===== src/rtl/wb_cmd_master_if.sv =====
// Host command/response port and Wishbone classic master bus for wb_cmd_master.
// The master modport is the bus master's view; slave is the host/slave side.
`timescale 1ns/1ps

interface wb_cmd_master_if #(
    parameter int ADR_W = 8,
    parameter int DAT_W = 32
);
    logic             cmd_valid;
    logic             cmd_ready;
    logic             cmd_we;
    logic [ADR_W-1:0] cmd_adr;
    logic [DAT_W-1:0] cmd_dat;
    logic             rsp_valid;
    logic [DAT_W-1:0] rsp_dat;
    logic             rsp_err;
    logic             CYC_O;
    logic             STB_O;
    logic             WE_O;
    logic [ADR_W-1:0] ADR_O;
    logic [DAT_W-1:0] DAT_O;
    logic [DAT_W-1:0] DAT_I;
    logic             ACK_I;

    modport master (
        input  cmd_valid, cmd_we, cmd_adr, cmd_dat, DAT_I, ACK_I,
        output cmd_ready, rsp_valid, rsp_dat, rsp_err,
               CYC_O, STB_O, WE_O, ADR_O, DAT_O
    );

    modport slave (
        output cmd_valid, cmd_we, cmd_adr, cmd_dat, DAT_I, ACK_I,
        input  cmd_ready, rsp_valid, rsp_dat, rsp_err,
               CYC_O, STB_O, WE_O, ADR_O, DAT_O
    );
endinterface


===== src/rtl/wb_cmd_master.sv =====
// Single-outstanding Wishbone classic master driven by a valid/ready host port.
// Optional WB_TIMEOUT_EN macro adds a wait counter that aborts a cycle after TIMEOUT cycles.
`timescale 1ns/1ps

module wb_cmd_master #(
    parameter int ADR_W   = 8,
    parameter int DAT_W   = 32,
    parameter int TIMEOUT = 255
) (
    input  logic               CLK_I,
    input  logic               RST_I,
    wb_cmd_master_if.master    bus
);

    typedef enum logic [1:0] {
        IDLE = 2'd0,
        BUS  = 2'd1,
        DONE = 2'd2
    } state_t;

    if (TIMEOUT < 1 || TIMEOUT > 65535) begin : g_bad_timeout
        $error("wb_cmd_master: TIMEOUT must be in 1..65535");
    end

    state_t           state_q, state_d;
    logic             we_q, we_d;
    logic [ADR_W-1:0] adr_q, adr_d;
    logic [DAT_W-1:0] dat_q, dat_d;
    logic [DAT_W-1:0] rsp_dat_q, rsp_dat_d;

`ifdef WB_TIMEOUT_EN
    logic [15:0] wait_q, wait_d;
    logic        rsp_err_q, rsp_err_d;
    logic        timeout_hit;

    // Counter value k means k ACK-less BUS cycles already elapsed; this cycle is number k+1.
    assign timeout_hit = (({1'b0, wait_q} + 17'd1) == 17'(TIMEOUT));
    assign wait_d      = (state_q == BUS && !bus.ACK_I) ? wait_q + 16'd1 : 16'd0;
`endif

    always_comb begin
        state_d   = state_q;
        we_d      = we_q;
        adr_d     = adr_q;
        dat_d     = dat_q;
        rsp_dat_d = rsp_dat_q;
`ifdef WB_TIMEOUT_EN
        rsp_err_d = rsp_err_q;
`endif
        case (state_q)
            IDLE: begin
                if (bus.cmd_valid) begin
                    we_d    = bus.cmd_we;
                    adr_d   = bus.cmd_adr;
                    dat_d   = bus.cmd_dat;
                    state_d = BUS;
                end
            end
            BUS: begin
                if (bus.ACK_I) begin
                    rsp_dat_d = we_q ? '0 : bus.DAT_I;
`ifdef WB_TIMEOUT_EN
                    rsp_err_d = 1'b0;
`endif
                    state_d   = DONE;
                end
`ifdef WB_TIMEOUT_EN
                else if (timeout_hit) begin
                    rsp_dat_d = '0;
                    rsp_err_d = 1'b1;
                    state_d   = DONE;
                end
`endif
            end
            DONE:    state_d = IDLE;
            default: state_d = IDLE;
        endcase
    end

    always_ff @(posedge CLK_I or posedge RST_I) begin
        if (RST_I) begin
            state_q   <= IDLE;
            we_q      <= 1'b0;
            adr_q     <= '0;
            dat_q     <= '0;
            rsp_dat_q <= '0;
        end else begin
            state_q   <= state_d;
            we_q      <= we_d;
            adr_q     <= adr_d;
            dat_q     <= dat_d;
            rsp_dat_q <= rsp_dat_d;
        end
    end

`ifdef WB_TIMEOUT_EN
    always_ff @(posedge CLK_I or posedge RST_I) begin
        if (RST_I) begin
            wait_q    <= 16'd0;
            rsp_err_q <= 1'b0;
        end else begin
            wait_q    <= wait_d;
            rsp_err_q <= rsp_err_d;
        end
    end

    assign bus.rsp_err = rsp_err_q;
`else
    assign bus.rsp_err = 1'b0;
`endif

    // Bus strobes decode straight from the state register so reset drops them asynchronously.
    assign bus.cmd_ready = (state_q == IDLE);
    assign bus.CYC_O     = (state_q == BUS);
    assign bus.STB_O     = (state_q == BUS);
    assign bus.rsp_valid = (state_q == DONE);
    assign bus.WE_O      = we_q;
    assign bus.ADR_O     = adr_q;
    assign bus.DAT_O     = dat_q;
    assign bus.rsp_dat   = rsp_dat_q;

endmodule


===== src/flat_wrapper.sv =====
// flat-port wrapper written by rule: the top's interface ports become plain ports
module wb_cmd_master_flat 
#(
    parameter int ADR_W   = 8,
    parameter int DAT_W   = 32,
    parameter int TIMEOUT = 255
)
  (CLK_I, RST_I, bus_cmd_valid, bus_cmd_we, bus_cmd_adr, bus_cmd_dat, bus_DAT_I, bus_ACK_I, bus_cmd_ready, bus_rsp_valid, bus_rsp_dat, bus_rsp_err, bus_CYC_O, bus_STB_O, bus_WE_O, bus_ADR_O, bus_DAT_O);
  wb_cmd_master_if #(.ADR_W(ADR_W), .DAT_W(DAT_W)) bus_i ();
  input  logic CLK_I;
  input  logic RST_I;
  input wire logic [$bits(bus_i.cmd_valid)-1:0] bus_cmd_valid;
  input wire logic [$bits(bus_i.cmd_we)-1:0] bus_cmd_we;
  input wire logic [$bits(bus_i.cmd_adr)-1:0] bus_cmd_adr;
  input wire logic [$bits(bus_i.cmd_dat)-1:0] bus_cmd_dat;
  input wire logic [$bits(bus_i.DAT_I)-1:0] bus_DAT_I;
  input wire logic [$bits(bus_i.ACK_I)-1:0] bus_ACK_I;
  output wire logic [$bits(bus_i.cmd_ready)-1:0] bus_cmd_ready;
  output wire logic [$bits(bus_i.rsp_valid)-1:0] bus_rsp_valid;
  output wire logic [$bits(bus_i.rsp_dat)-1:0] bus_rsp_dat;
  output wire logic [$bits(bus_i.rsp_err)-1:0] bus_rsp_err;
  output wire logic [$bits(bus_i.CYC_O)-1:0] bus_CYC_O;
  output wire logic [$bits(bus_i.STB_O)-1:0] bus_STB_O;
  output wire logic [$bits(bus_i.WE_O)-1:0] bus_WE_O;
  output wire logic [$bits(bus_i.ADR_O)-1:0] bus_ADR_O;
  output wire logic [$bits(bus_i.DAT_O)-1:0] bus_DAT_O;
  assign bus_i.cmd_valid = bus_cmd_valid;
  assign bus_i.cmd_we = bus_cmd_we;
  assign bus_i.cmd_adr = bus_cmd_adr;
  assign bus_i.cmd_dat = bus_cmd_dat;
  assign bus_i.DAT_I = bus_DAT_I;
  assign bus_i.ACK_I = bus_ACK_I;
  assign bus_cmd_ready = bus_i.cmd_ready;
  assign bus_rsp_valid = bus_i.rsp_valid;
  assign bus_rsp_dat = bus_i.rsp_dat;
  assign bus_rsp_err = bus_i.rsp_err;
  assign bus_CYC_O = bus_i.CYC_O;
  assign bus_STB_O = bus_i.STB_O;
  assign bus_WE_O = bus_i.WE_O;
  assign bus_ADR_O = bus_i.ADR_O;
  assign bus_DAT_O = bus_i.DAT_O;
  wb_cmd_master #(.ADR_W(ADR_W), .DAT_W(DAT_W), .TIMEOUT(TIMEOUT)) u_core (.CLK_I(CLK_I), .RST_I(RST_I), .bus(bus_i));
endmodule

===== config.mk =====
export PLATFORM = sky130hd
export DESIGN_NAME = wb_cmd_master_flat
export DESIGN_NICKNAME = d
export VERILOG_FILES = /design/src/rtl/wb_cmd_master_if.sv /design/src/rtl/wb_cmd_master.sv /design/src/flat_wrapper.sv
export SDC_FILE = /design/constraint.sdc
export NUM_CORES = 1
export LEC_CHECK = 0
export ABC_AREA = 1
export BUFFER_PORTS_ARGS = -buffer_cell sky130_fd_sc_hd__buf_2
export CAP_MARGIN = 15
export CORE_UTILIZATION = 45
export DETAILED_ROUTE_END_ITERATION = 10
export HOLD_SLACK_MARGIN = 0.08
export MAX_ROUTING_LAYER = met4
export PLACE_DENSITY = 0.77
export SLEW_MARGIN = 20
export SYNTH_ARGS = -nofsm -noshare
export SYNTH_HDL_FRONTEND = slang
export SYNTH_SLANG_ARGS = --single-unit
export TNS_END_PERCENT = 1

===== constraint.sdc =====
create_clock -name CLK_I -period 2.05 [get_ports CLK_I]
set_input_delay 0 -clock CLK_I [delete_from_list [all_inputs] [get_ports CLK_I]]
set_output_delay 0 -clock CLK_I [all_outputs]
set_load 0.02 [all_outputs]

Word level (Yosys, flattened, before mapping)
Cells that the tools add are included.
W data, S select, Z words.
{"block": "word_totals", "regBits": 75, "inputBits": 77, "out_inout_bits": 78}
{"block": "op_classes", "mux": 4, "n_reduce_logical": 4, "eq_ne": 4}
{"cell": "$mux W32", "n": 1}
{"cell": "$reduce_and A2 Y1", "n": 3}
{"cell": "$mux W2", "n": 2}
{"cell": "$ne A2 B2 Y1 const B", "n": 2}
{"cell": "$pmux W2 S2", "n": 1}
{"cell": "$eq A2 B1 Y1 const B", "n": 1}
{"cell": "$eq A2 B2 Y1 const B", "n": 1}
{"cell": "$logic_not A2 Y1", "n": 1}

Longest topological paths before layout
Gate-level depths: netlist of the first run.
{"block": "depth", "ltp_word": 3, "mapped_depth": 5, "ltp_nobuf": 4}

Worst setup path before layout of the first run
No wires, ideal clock.
{"block": "synth_timing", "path_type": "flip-flop to flip-flop", "start": "register u_core.we_q (netlist: u_core.bus.WE_O)", "end": "register u_core.rsp_dat_q[0] (netlist: u_core.bus.rsp_dat[0])", "setup_slack_ps": 862, "n_path_buf": 2, "setup_time_ps": 118, "arrival_time_ps": 1070, "t_required_ps": 1932, "path_stages_with_launch": 6, "path_cell_list": "dfrtp_1 -> buf_2 -> clkbuf_1 -> nor2_1 -> nand3_1 -> nand2_1"}
{"block": "synth_via", "elab_chain_len": 1}
{"item": "from (decl)", "line_no": "wb_cmd_master.sv:26", "source": "logic we_q, we_d;"}
{"item": "from (signal assigned)", "line_no": "wb_cmd_master.sv:89", "source": "we_q <= we_d;"}
{"item": "$mux W32", "line_no": "wb_cmd_master.sv:61", "source": "rsp_dat_d = we_q ? '0 : bus.DAT_I;"}
{"item": "to (signal assigned)", "line_no": "wb_cmd_master.sv:92", "source": "rsp_dat_q <= rsp_dat_d;"}
{"item": "to (decl)", "line_no": "wb_cmd_master.sv:29", "source": "logic [DAT_W-1:0] rsp_dat_q, rsp_dat_d;"}
No other way between the ends.
A chain may end at the register's enable or synchronous reset.

Worst setup path after layout of the first run
{"block": "layout_timing", "start": "register u_core.state_q[1]", "end": "output port bus_cmd_ready"}
{"block": "layout_via", "elab_chain_len": 1}
{"item": "from (decl)", "line_no": "wb_cmd_master.sv:25", "source": "state_t state_q, state_d;"}
{"item": "from (signal assigned)", "line_no": "wb_cmd_master.sv:88", "source": "state_q <= state_d;"}
{"item": "$logic_not A2 Y1", "line_no": "wb_cmd_master.sv:113", "source": "assign bus.cmd_ready = (state_q == IDLE);"}
{"item": "to (decl)", "line_no": "flat_wrapper.sv:18", "source": "output wire logic [$bits(bus_i.cmd_ready)-1:0] bus_cmd_ready;"}
No other way between the ends.

==> results.cfg, run 1 <==
[sta]
achievable-frequency_mhz = 634
finalClockSkew_ns = 0.00811
worst-slew-pin-transition_ns = 0.578
grt_setup_unrepaired = false
finalHoldViolations = 0
final_max_slew_viol_count = 0
worst_slew_margin_rel_pct = 61.4
final.setup.tns_ns = 0
layout_setup_ws_ns = 0.472
whs_ns = 0.210
finalCritPeriodShare_pct = 77.0
layout_min_cycle_time_ns = 1.58
final-setup-viol-count = 0

[layout]
antenna-diode-count = 0
sequential_cell_area_um2 = 1880
area_of_combinational_cells_with_multiple_inputs_um2 = 1090
layout-drive-gt1-share_pct = 29.6
area_growth_pct = 55.1
nNetsFinal = 694
instances_no_fill = 718
mostFrequentLayoutCell = sky130_fd_sc_hd__buf_2
final.fill_count = 485
layout_common_cells = sky130_fd_sc_hd__buf_2 (153), sky130_fd_sc_hd__nand2_1 (147), sky130_fd_sc_hd__dlygate4sd3_1 (75), sky130_fd_sc_hd__dfrtp_1 (75), sky130_fd_sc_hd__nand3_1 (73)

[job]
max_cap_violations = 0

[pwr]
power_switching_share_pct = 42.9
p_sw_mw = 2.90
internal_power_mw = 3.86
leakage_power_nw = 2.95
pwr-share-seq_pct = 37.3
cellPowerDensity_nw_per_um2 = 1340
share_comb_of_total_power_pct = 44.1
vdd.ir_drop.worst_v = 0.000829
pwr-share-clk_pct = 18.6
final_power_mw = 6.76

[clocking]
cts_made_buffers = 9
worst_skew_late_latency_ns = 0.33
cts_repair_resizes = 0
numClockSinks = 75
clock_tree.htree_level_count = 3
post-cts-setup-buffer-count = 0
cts_tree = done
clock-root-buffer = sky130_fd_sc_hd__clkbuf_8
clock_pin_slew_of_the_registers_on_the_worst_case_setup_and_hold_paths_ns = 0.08
cts_buffer_depth = 2

[critical_path]
timing.critical_path.arrival_ns = 1.58
startpoint_types = register
path_class = register to primary output
cp_data_required_time_ns = 2.05
critPathCaptureType = primary output
path_max_fanout = 42

[detailed_routing]
drt-initial-drc-count = 162
via_count = 3474
drt_first_pass_iters = 4
detail_route.wirelength_um = 9920
post-route-drc-count = 0
drtAntennaViolNets = 0
routed_wire_length_per_instance_um = 13.8
vias_per_cell = 4.84

[floorplanning]
dieHeight_um = 87.1
floorplan.io_pins = 155
placementRows = 30
core_region_area_um2 = 6910
die_ar_um2 = 7580
floorplan.die.width_um = 87.1
start_util_pct = 47.2

[logic_synthesis]
netlist_area_um2 = 3260
register_bit_count_reported_by_yosys = 75
synth_nets = 476
synth_cell_type_count = 15
synthesis.instances = 399
syn_area_per_cell_um2 = 8.16
synth_sequential_area_ratio_pct = 57.6
yosysWarningCount = 0

[placement]
finalWeightedCongestion = 0.761
dpl.cell_count = 627
preCtsSetupSlack_ns = 0.708
post-dp-hpwl_um = 5460
port_buffers = 153

[global_route]
global_route.usage.met3_pct = 5.59
grt_total_ovfl = 0
pin_count_of_the_biggest_net_entering_global_routing = 43
vias_in_the_first_global_route = 3435
use_met2_pct = 46.0
groute.layer.met1.usage_pct = 33.0
first_pass_grt_wire_length_um = 15800
number_of_antenna_violations_at_the_first_check_in_global_routing = 0
gr-max-usage-layer = met2
grt.total_usage_pct = 28.0

[hold_path]
hold_class = primary input to register

[status]
outcome = finished clean
==> state kept, by name, indices dropped and copies added, names as in the netlist <==
| register | cells |
|---|---|
| u_core.bus.WE_O | 1 |
| u_core.bus.ADR_O | 8 |
| u_core.bus.rsp_dat | 32 |
| u_core.state_q | 2 |
| u_core.bus.DAT_O | 32 |
==> synth_stat cells <==
cell / number / area (um2)
sky130_fd_sc_hd__buf_2: 14 / 70.1
sky130_fd_sc_hd__nand3_1: 73 / 365
sky130_fd_sc_hd__nand2_1: 147 / 552
sky130_fd_sc_hd__inv_2: 2 / 7.51
sky130_fd_sc_hd__nor2_1: 33 / 124
sky130_fd_sc_hd__clkbuf_1: 10 / 37.5
sky130_fd_sc_hd__dfrtp_1: 75 / 1880
sky130_fd_sc_hd__nand2_2: 1 / 6.26
sky130_fd_sc_hd__inv_1: 34 / 128
sky130_fd_sc_hd__conb_1: 1 / 3.75
sky130_fd_sc_hd__o21ai_0: 1 / 5.00
sky130_fd_sc_hd__nand3_2: 1 / 10.0
sky130_fd_sc_hd__buf_6: 3 / 33.8
sky130_fd_sc_hd__nor2_4: 2 / 22.5
sky130_fd_sc_hd__buf_4: 2 / 15.0
==> stage by stage <==
stage,area (um2),util (%)
after global placement,4070,59.0
after floorplan,3260,-
after CTS,5050,73.1
final,5050,73.1
after global routing,5050,73.1
after detailed placement,4070,59.0
==> cell type report <==
cell class	count	share of cell area (%)
clock buffers	10	2.73
multi-input cells	259	21.6
flip-flops and latches	75	37.2
inverters	36	2.70
well taps	96	2.38
repair buffers	236	31.7
clock inverters	6	1.76
==> layer usage <==
| layer | wire length, um | part of all wire (%) |
|---|---|---|
| met1 | 4090 | 41 |
| met4 | 276 | 2.8 |
| met2 | 4800 | 48 |
| met5 | 0 | 0 |
| met3 | 754 | 7.6 |
==> cells by family after synthesis <==
logic type,Yosys count,share of synthesized area (%)
buffers and inverters,65,8.95
AOI/OAI and AO/OA,1,0.154
other,1,0.115
DFF,75,57.6
and+or+nand+nor,257,33.2
==> worst max-delay path, stage by stage (launching register included) <==
cell and delay [ns]:
sky130_fd_sc_hd__dfrtp_1 0.45, sky130_fd_sc_hd__nor2_4 0.14, sky130_fd_sc_hd__buf_4 0.38, sky130_fd_sc_hd__buf_2 0.25
==> power groups by stage <==
| stage | registers (mW) | logic [mW] | clock network (mW) |
|---|---|---|---|
| 2_1_floorplan | 3.32 | 1.04 | 0 |
| 6_report | 2.52 | 2.98 | 1.25 |
| 4_1_cts | 2.49 | 2.96 | 1.29 |
| 5_1_grt | 2.59 | 3.27 | 1.36 |
| 3_5_place_dp | 2.50 | 2.86 | 0 |
| 3_3_place_gp | 2.51 | 2.77 | 0 |
==> path summary, 6_finish.rpt <==
kind	from	end	slack (ns)	cells past startpoint
max reg2reg	u_core.state_q[0]	u_core.bus.rsp_dat[20]	0.68	5
min reg2reg	u_core.bus.DAT_O[7]	u_core.bus.DAT_O[7]	0.47	2
min in group asynchronous	RST_I	u_core.bus.DAT_O[13]	0.27	3
max in group asynchronous	RST_I	u_core.bus.rsp_dat[3]	1.15	4
max	u_core.state_q[1]	bus_cmd_ready	0.47	3
min	bus_cmd_valid	u_core.state_q[0]	0.21	3
==> timing repair <==
item,4_1_cts,5_1_grt
hold endpoints to repair,107,0
hold buffers,75,0
endpoints found under the setup margin,0,0
(Power assumes the default switching activity.)
==> run 2, diff against run 1 <==
--- a/config.mk
+++ b/config.mk
@@ -5,14 +5,14 @@
 export SDC_FILE = /design/constraint.sdc
 export NUM_CORES = 1
 export LEC_CHECK = 0
-export ABC_AREA = 1
+export ABC_AREA = 0
 export BUFFER_PORTS_ARGS = -buffer_cell sky130_fd_sc_hd__buf_2
 export CAP_MARGIN = 15
 export CORE_UTILIZATION = 45
 export DETAILED_ROUTE_END_ITERATION = 10
 export HOLD_SLACK_MARGIN = 0.08
 export MAX_ROUTING_LAYER = met4
-export PLACE_DENSITY = 0.77
+export PLACE_DENSITY = 0.78
 export SLEW_MARGIN = 20
 export SYNTH_ARGS = -nofsm -noshare
 export SYNTH_HDL_FRONTEND = slang
==> constraint.sdc (replaced) <==
create_clock -name CLK_I -period 1.55 [get_ports CLK_I]
set_input_delay 0 -clock CLK_I [delete_from_list [all_inputs] [get_ports CLK_I]]
set_output_delay 0 -clock CLK_I [all_outputs]
set_load 0.02 [all_outputs]
==> run 2 against run 1 <==
Against the previous run: count of clock-buffer cells in the layout unchanged; routed wire length shrank 22%; total power is 41% higher; flip-flop and latch count is the same; critical path type is now register to register.
==> results.cfg, run 2 <==
[pwr]
power_switching_share_pct = 36.6
pwr-share-clk_pct = 20.6
p_sw_mw = 3.48
pwr-share-seq_pct = 35.1
vdd.ir_drop.worst_v = 0.00117
cellPowerDensity_nw_per_um2 = 1910
internal_power_mw = 6.03
share_comb_of_total_power_pct = 44.3
leakage_power_nw = 2.45

[logic_synthesis]
yosysWarningCount = 0
synthesis.instances = 202
register_bit_count_reported_by_yosys = 75
postSynth.topFlopCell = sky130_fd_sc_hd__dfrtp_1
synth_nets = 279
synth_enable_flop_cells = 0
netlist.top_cell.by_area = sky130_fd_sc_hd__dfrtp_1
ys_top_cells_by_count = sky130_fd_sc_hd__dfrtp_1 (75), sky130_fd_sc_hd__mux2_2 (66), sky130_fd_sc_hd__nor2b_1 (33)
syn_area_per_cell_um2 = 15.3
async_flop_share_pct = 100
synthMostInstantiatedCell = sky130_fd_sc_hd__dfrtp_1
synth_cell_type_count = 14
synth_sequential_area_ratio_pct = 60.6
synth_largest_type_area_fraction_pct = 60.6
netlist_area_um2 = 3100
synth_area_leaders = sky130_fd_sc_hd__dfrtp_1 (61%), sky130_fd_sc_hd__mux2_2 (24%), sky130_fd_sc_hd__nor2b_1 (6.7%), sky130_fd_sc_hd__mux2_4 (3.4%), sky130_fd_sc_hd__buf_6 (2.9%)

[global_route]
number_of_antenna_violations_at_the_first_check_in_global_routing = 0
first_pass_grt_wire_length_um = 12400
pin_count_of_the_biggest_net_entering_global_routing = 47
grt.total_usage_pct = 23.2
grt_total_ovfl = 0
vias_in_the_first_global_route = 2658

[layout]
mostFrequentLayoutCell = sky130_fd_sc_hd__buf_2
layout-drive-gt1-share_pct = 56.7
final.fill_count = 402
antenna-diode-count = 0
nNetsFinal = 512
final_util_pct = 76.6
layout_common_cells = sky130_fd_sc_hd__buf_2 (153), sky130_fd_sc_hd__dlygate4sd3_1 (76), sky130_fd_sc_hd__dfrtp_1 (75)
area_growth_pct = 60.5

[critical_path]
worst_path_max_delay_cell = sky130_fd_sc_hd__dfrtp_1
path_max_fanout = 41
cp_data_required_time_ns = 1.77
critPathCaptureType = register
crit_path_max_cell_delay_ns = 0.46
worst_r2r_startpoint = u_core.state_q[0]
path_class = register to register
worstPathCellList = nor3b_4 -> buf_12 -> mux2_2
cp_num_buf_inv = 1
startpoint_types = register
cell_family_with_the_largest_share_of_critical_path_delay = flip-flops
startpoint = u_core.state_q[0]
timing.critical_path.arrival_ns = 1.68

[floorplanning]
floorplan.die.width_um = 85.0
dieHeight_um = 85.0
core_region_area_um2 = 6490
start_util_pct = 47.7
floorplan.io_pins = 155
die_ar_um2 = 7220
placementRows = 29

[detailed_routing]
post-route-drc-count = 0
routed_wire_length_per_instance_um = 15.0
vias_per_cell = 4.72
drt-initial-drc-count = 38
via_count = 2433
drt_first_pass_iters = 4
detail_route.wirelength_um = 7760
drtAntennaViolNets = 0

[sta]
final_max_slew_viol_count = 0
final-setup-viol-count = 0
finalHoldViolations = 0
finalClockSkew_ns = 0.00577
final.setup.tns_ns = 0
grt_setup_unrepaired = false
finalCritPeriodShare_pct = 94.6
worst-slew-pin-transition_ns = 0.590
worst_slew_margin_rel_pct = 60.7
achievable-frequency_mhz = 682
layout_min_cycle_time_ns = 1.47

[clocking]
cts_buffer_depth = 2
numClockSinks = 75
cts_repair_resizes = 0
cts_tree = done
cts-hold-fix-buffers = 76
clock-root-buffer = sky130_fd_sc_hd__clkbuf_8
cts_made_buffers = 9
clock_pin_slew_of_the_registers_on_the_worst_case_setup_and_hold_paths_ns = 0.08
post-cts-setup-buffer-count = 0
worst_skew_late_latency_ns = 0.34
clock_tree.htree_level_count = 3

[placement]
finalWeightedCongestion = 0.679
port_buffers = 153
post-dp-hpwl_um = 4500

[status]
outcome = finished clean

[hold_path]
hold_class = primary input to async pin

[job]
max_cap_violations = 0
run 2: cell count changes after synthesis, sizes merged:
cell | before | now
nor2b | 0 | 33
clkbuf | 10 | 3
inv | 36 | 1
nand3 | 74 | 0
buf | 19 | 10
a211oi | 0 | 1
and2b | 0 | 1
mux2 | 0 | 73
o21ai | 1 | 0
nor3b | 0 | 1
nand2 | 148 | 0
and3b | 0 | 1
nor2 | 35 | 2
run 2: logic make-up (layout without fill, tap and decap cells):
logic type / Yosys count / in the layout / share of synthesized area, %
compound gates: 1 / 1 / 0.242
buf+inv: 14 / 251 / 3.88
other cells: 1 / 1 / 0.121
simple gates: 38 / 38 / 7.83
flops: 75 / 75 / 60.6
mux: 73 / 73 / 27.4
run 2: area by class of cell:
type	count	area (um2)	share of cell area [%]
inverters	1	7.51	0.151
flip-flops and latches	75	1880	37.7
well taps	77	96.3	1.94
clock inverters	5	125	2.52
repair buffers	235	1620	32.6
clock buffers	10	138	2.77
multi-input cells	113	1110	22.3
run 2: worst reg2reg max path, delay by kind of cell, from the launching register on:
family                 cells  cell delay [ns]
and+or+nand+nor            1             0.24
muxes                      1             0.40
DFF                        1             0.46
buffers and inverters      1             0.26
run 2: per-layer routing:
layer	up-vias	global-route usage (%)	wire length [um]
met2	96	40.1	3970
met1	1181	26.2	3190
li1	1145	-	-
met4	0	6.32	98
met3	11	6.91	503
met5	-	-	0
run 2: power by group through the flow:
stage | Combinational (mW) | Clock [mW] | Sequential (mW)
2_1_floorplan | 1.60 | 0 | 4.42
3_3_place_gp | 3.96 | 0 | 3.29
3_5_place_dp | 4.04 | 0 | 3.34
4_1_cts | 4.21 | 1.99 | 3.32
5_1_grt | 4.48 | 2.06 | 3.44
6_report | 4.21 | 1.96 | 3.33
run 2: stage by stage:
stage,hold slack (ns),std cells,power [mW],setup slack [ns],area (um2)
after global placement,0.116,425,7.25,0.131,3950
final,0.324,516,9.51,0.0838,4970
after CTS,0.301,516,9.52,0.0761,4970
after detailed placement,0.128,425,7.38,0.0936,3950
after global routing,0.354,516,9.98,0.0193,4970
after floorplan,0.0946,202,6.02,0.112,3100
run 2: final timing paths:
kind                                          end  slack [ns]  depth (start not counted)
max                           u_core.bus.ADR_O[0]        0.08                          3
min                          u_core.bus.DAT_O[27]        0.32                          4
max reg2reg                   u_core.bus.ADR_O[0]        0.08                          3
min reg2reg                u_core.bus.rsp_dat[29]        0.50                          1
max in group asynchronous    u_core.bus.DAT_O[10]        0.73                          4
min in group CLK_I                u_core.bus.WE_O        0.37                          4
==> run 3, diff against run 2 <==
--- a/config.mk
+++ b/config.mk
@@ -8,11 +8,12 @@
 export ABC_AREA = 0
 export BUFFER_PORTS_ARGS = -buffer_cell sky130_fd_sc_hd__buf_2
 export CAP_MARGIN = 15
-export CORE_UTILIZATION = 45
+export CORE_UTILIZATION = 41
 export DETAILED_ROUTE_END_ITERATION = 10
 export HOLD_SLACK_MARGIN = 0.08
 export MAX_ROUTING_LAYER = met4
-export PLACE_DENSITY = 0.78
+export PLACE_DENSITY = 0.75
+export SETUP_SLACK_MARGIN = 0.05
 export SLEW_MARGIN = 20
 export SYNTH_ARGS = -nofsm -noshare
 export SYNTH_HDL_FRONTEND = slang
==> constraint.sdc (replaced) <==
create_clock -name CLK_I -period 1.3 [get_ports CLK_I]
set_input_delay 0 -clock CLK_I [delete_from_list [all_inputs] [get_ports CLK_I]]
set_output_delay 0 -clock CLK_I [all_outputs]
set_load 0.02 [all_outputs]
==> run 3 against run 2 <==
Against the previous run: the flow now finishes with violations (setup timing); largest power group unchanged; largest cell class unchanged; setup slack lost 0.22 ns; final cell count grew 5.4%; die area grew 9.5%.
==> results.cfg, run 3 (synthesis results as in run 2) <==
[status]
outcome = finished, violations left
failed_checks = setup timing

[placement]
dpl.cell_count = 450
post-dp-hpwl_um = 4460
finalWeightedCongestion = 0.734
port_buffers = 153

[pwr]
leakage_power_nw = 2.52
cellPowerDensity_nw_per_um2 = 2220
vdd.ir_drop.worst_v = 0.00114
final_power_mw = 11.3

[sta]
final.setup.tns_ns = -8.01
grt_setup_unrepaired = true
layout_setup_ws_ns = -0.135
achievable-frequency_mhz = 697
finalClockSkew_ns = 0.00867
layout_min_cycle_time_ns = 1.43
finalCritPeriodShare_pct = 110
final-setup-viol-count = 73
final_max_slew_viol_count = 0
finalHoldViolations = 0

[global_route]
grt.total_usage_pct = 20.9
number_of_antenna_violations_at_the_first_check_in_global_routing = 0
grt_total_ovfl = 0
vias_in_the_first_global_route = 2619
first_pass_grt_wire_length_um = 11900
pin_count_of_the_biggest_net_entering_global_routing = 40

[detailed_routing]
drt-initial-drc-count = 44
drt_first_pass_iters = 4
routed_wire_length_per_instance_um = 15.0
vias_per_cell = 4.57
post-route-drc-count = 0
detail_route.wirelength_um = 8150
drtAntennaViolNets = 0
via_count = 2485

[critical_path]
path_class = register to register
number_of_cells_on_the_worst_reg_to_reg_path = 3
timing.critical_path.arrival_ns = 1.64
worst_path_max_delay_cell = sky130_fd_sc_hd__dfrtp_1
reg2reg_capture_point = u_core.bus.rsp_dat[26]
worstPathCellList = and3b_2 -> buf_12 -> mux2_2
path_max_fanout = 16
worst_r2r_startpoint = u_core.state_q[1]
crit_path_max_cell_delay_ns = 0.43
cp_data_required_time_ns = 1.51
r2r_setup_slack_ns = -0.13
critPathCaptureType = register
startpoint_types = register

[floorplanning]
start_util_pct = 42.5
floorplan.io_pins = 155
die_ar_um2 = 7910
dieHeight_um = 88.9
floorplan.die.width_um = 88.9
core_region_area_um2 = 7290
placementRows = 31

[layout]
instances_no_fill = 544
nNetsFinal = 517
layout_common_cells = sky130_fd_sc_hd__buf_2 (151), sky130_fd_sc_hd__dlygate4sd3_1 (76), sky130_fd_sc_hd__dfrtp_1 (75)
antenna-diode-count = 0
mostFrequentLayoutCell = sky130_fd_sc_hd__buf_2
area_growth_pct = 63.9
layout-drive-gt1-share_pct = 57.1

[clocking]
clock-root-buffer = sky130_fd_sc_hd__clkbuf_8
cts_tree = done
clock_pin_slew_of_the_registers_on_the_worst_case_setup_and_hold_paths_ns = 0.07
clock_tree.htree_level_count = 3
cts_made_buffers = 9
numClockSinks = 75
cts_buffer_depth = 2
worst_skew_late_latency_ns = 0.33

[hold_path]
hold_class = primary input to async pin

[job]
max_cap_violations = 0
## run 3: changes by cell type in the layout (fill, tap and decap cells not counted), sizes merged
cell / before / now
buf: 159 / 164
clkinv: 1 / 2
bufinv: 4 / 2
clkbuf: 10 / 12
## run 3: worst max-delay path by stage
stage                     depth (start not counted)                      to               from
after detailed placement                          3     u_core.bus.DAT_O[6]  u_core.state_q[1]
after CTS                                         3  u_core.bus.rsp_dat[26]  u_core.state_q[1]
after global placement                            3  u_core.bus.rsp_dat[11]  u_core.state_q[1]
after global routing                              3  u_core.bus.rsp_dat[11]  u_core.state_q[1]
final                                             3  u_core.bus.rsp_dat[26]  u_core.state_q[1]
after floorplan                                   3     u_core.bus.ADR_O[0]  u_core.state_q[1]
## run 3: through the flow
step | util, % | hold slack (ns) | setup slack (ns) | cell area, um2
6_report | 69.7 | 0.348 | -0.135 | 5080
5_1_grt | 69.7 | 0.398 | -0.187 | 5080
4_1_cts | 69.3 | 0.355 | -0.141 | 5050
3_5_place_dp | 54.7 | 0.158 | -0.145 | 3990
3_3_place_gp | 54.7 | 0.158 | -0.101 | 3990
2_1_floorplan | - | 0.0946 | -0.138 | 3100
## run 3: routing by layer
layer,up-vias,global-route usage (%),wire (um)
met1,1217,22.3,3290
met2,98,38.5,4290
li1,1157,-,-
met3,13,3.60,423
met4,0,8.37,140
met5,-,-,0
## run 3: area by class of cell
| type | instances | area, um2 |
|---|---|---|
| fill | 522 | 2210 |
| timing repair buffer | 240 | 1680 |
| clock buffer | 12 | 145 |
| inverter | 1 | 7.51 |
| clock inverter | 4 | 73.8 |
| sequential | 75 | 1880 |
| tap | 99 | 124 |
| multi-input combinational | 113 | 1180 |
## run 3: where the power goes
group          leakage, nW  switching [mW]  total [mW]  internal (mW)
combinational         1.49            2.83        5.34           2.51
sequential           0.915           0.582        3.98           3.40
clock                0.111           0.808        1.94           1.14
## run 3: what timing repair did
| action | in CTS | in global routing |
|---|---|---|
| setup buffers | 1 | 0 |
| pin swaps | 0 | 1 |
| setup endpoints to repair | 75 | 75 |
| hold buffers | 76 | 0 |
| cloned | 1 | 0 |
| endpoints found under the hold margin | 149 | 0 |
| gates resized for setup | 16 | 7 |
## run 3: critical path: cells and delay by family, from the launching register on
kind                   cells  cell delay [ns]
AND/OR/NAND/NOR            1             0.36
buffers and inverters      1             0.18
multiplexers               1             0.34
flip-flops                 1             0.43
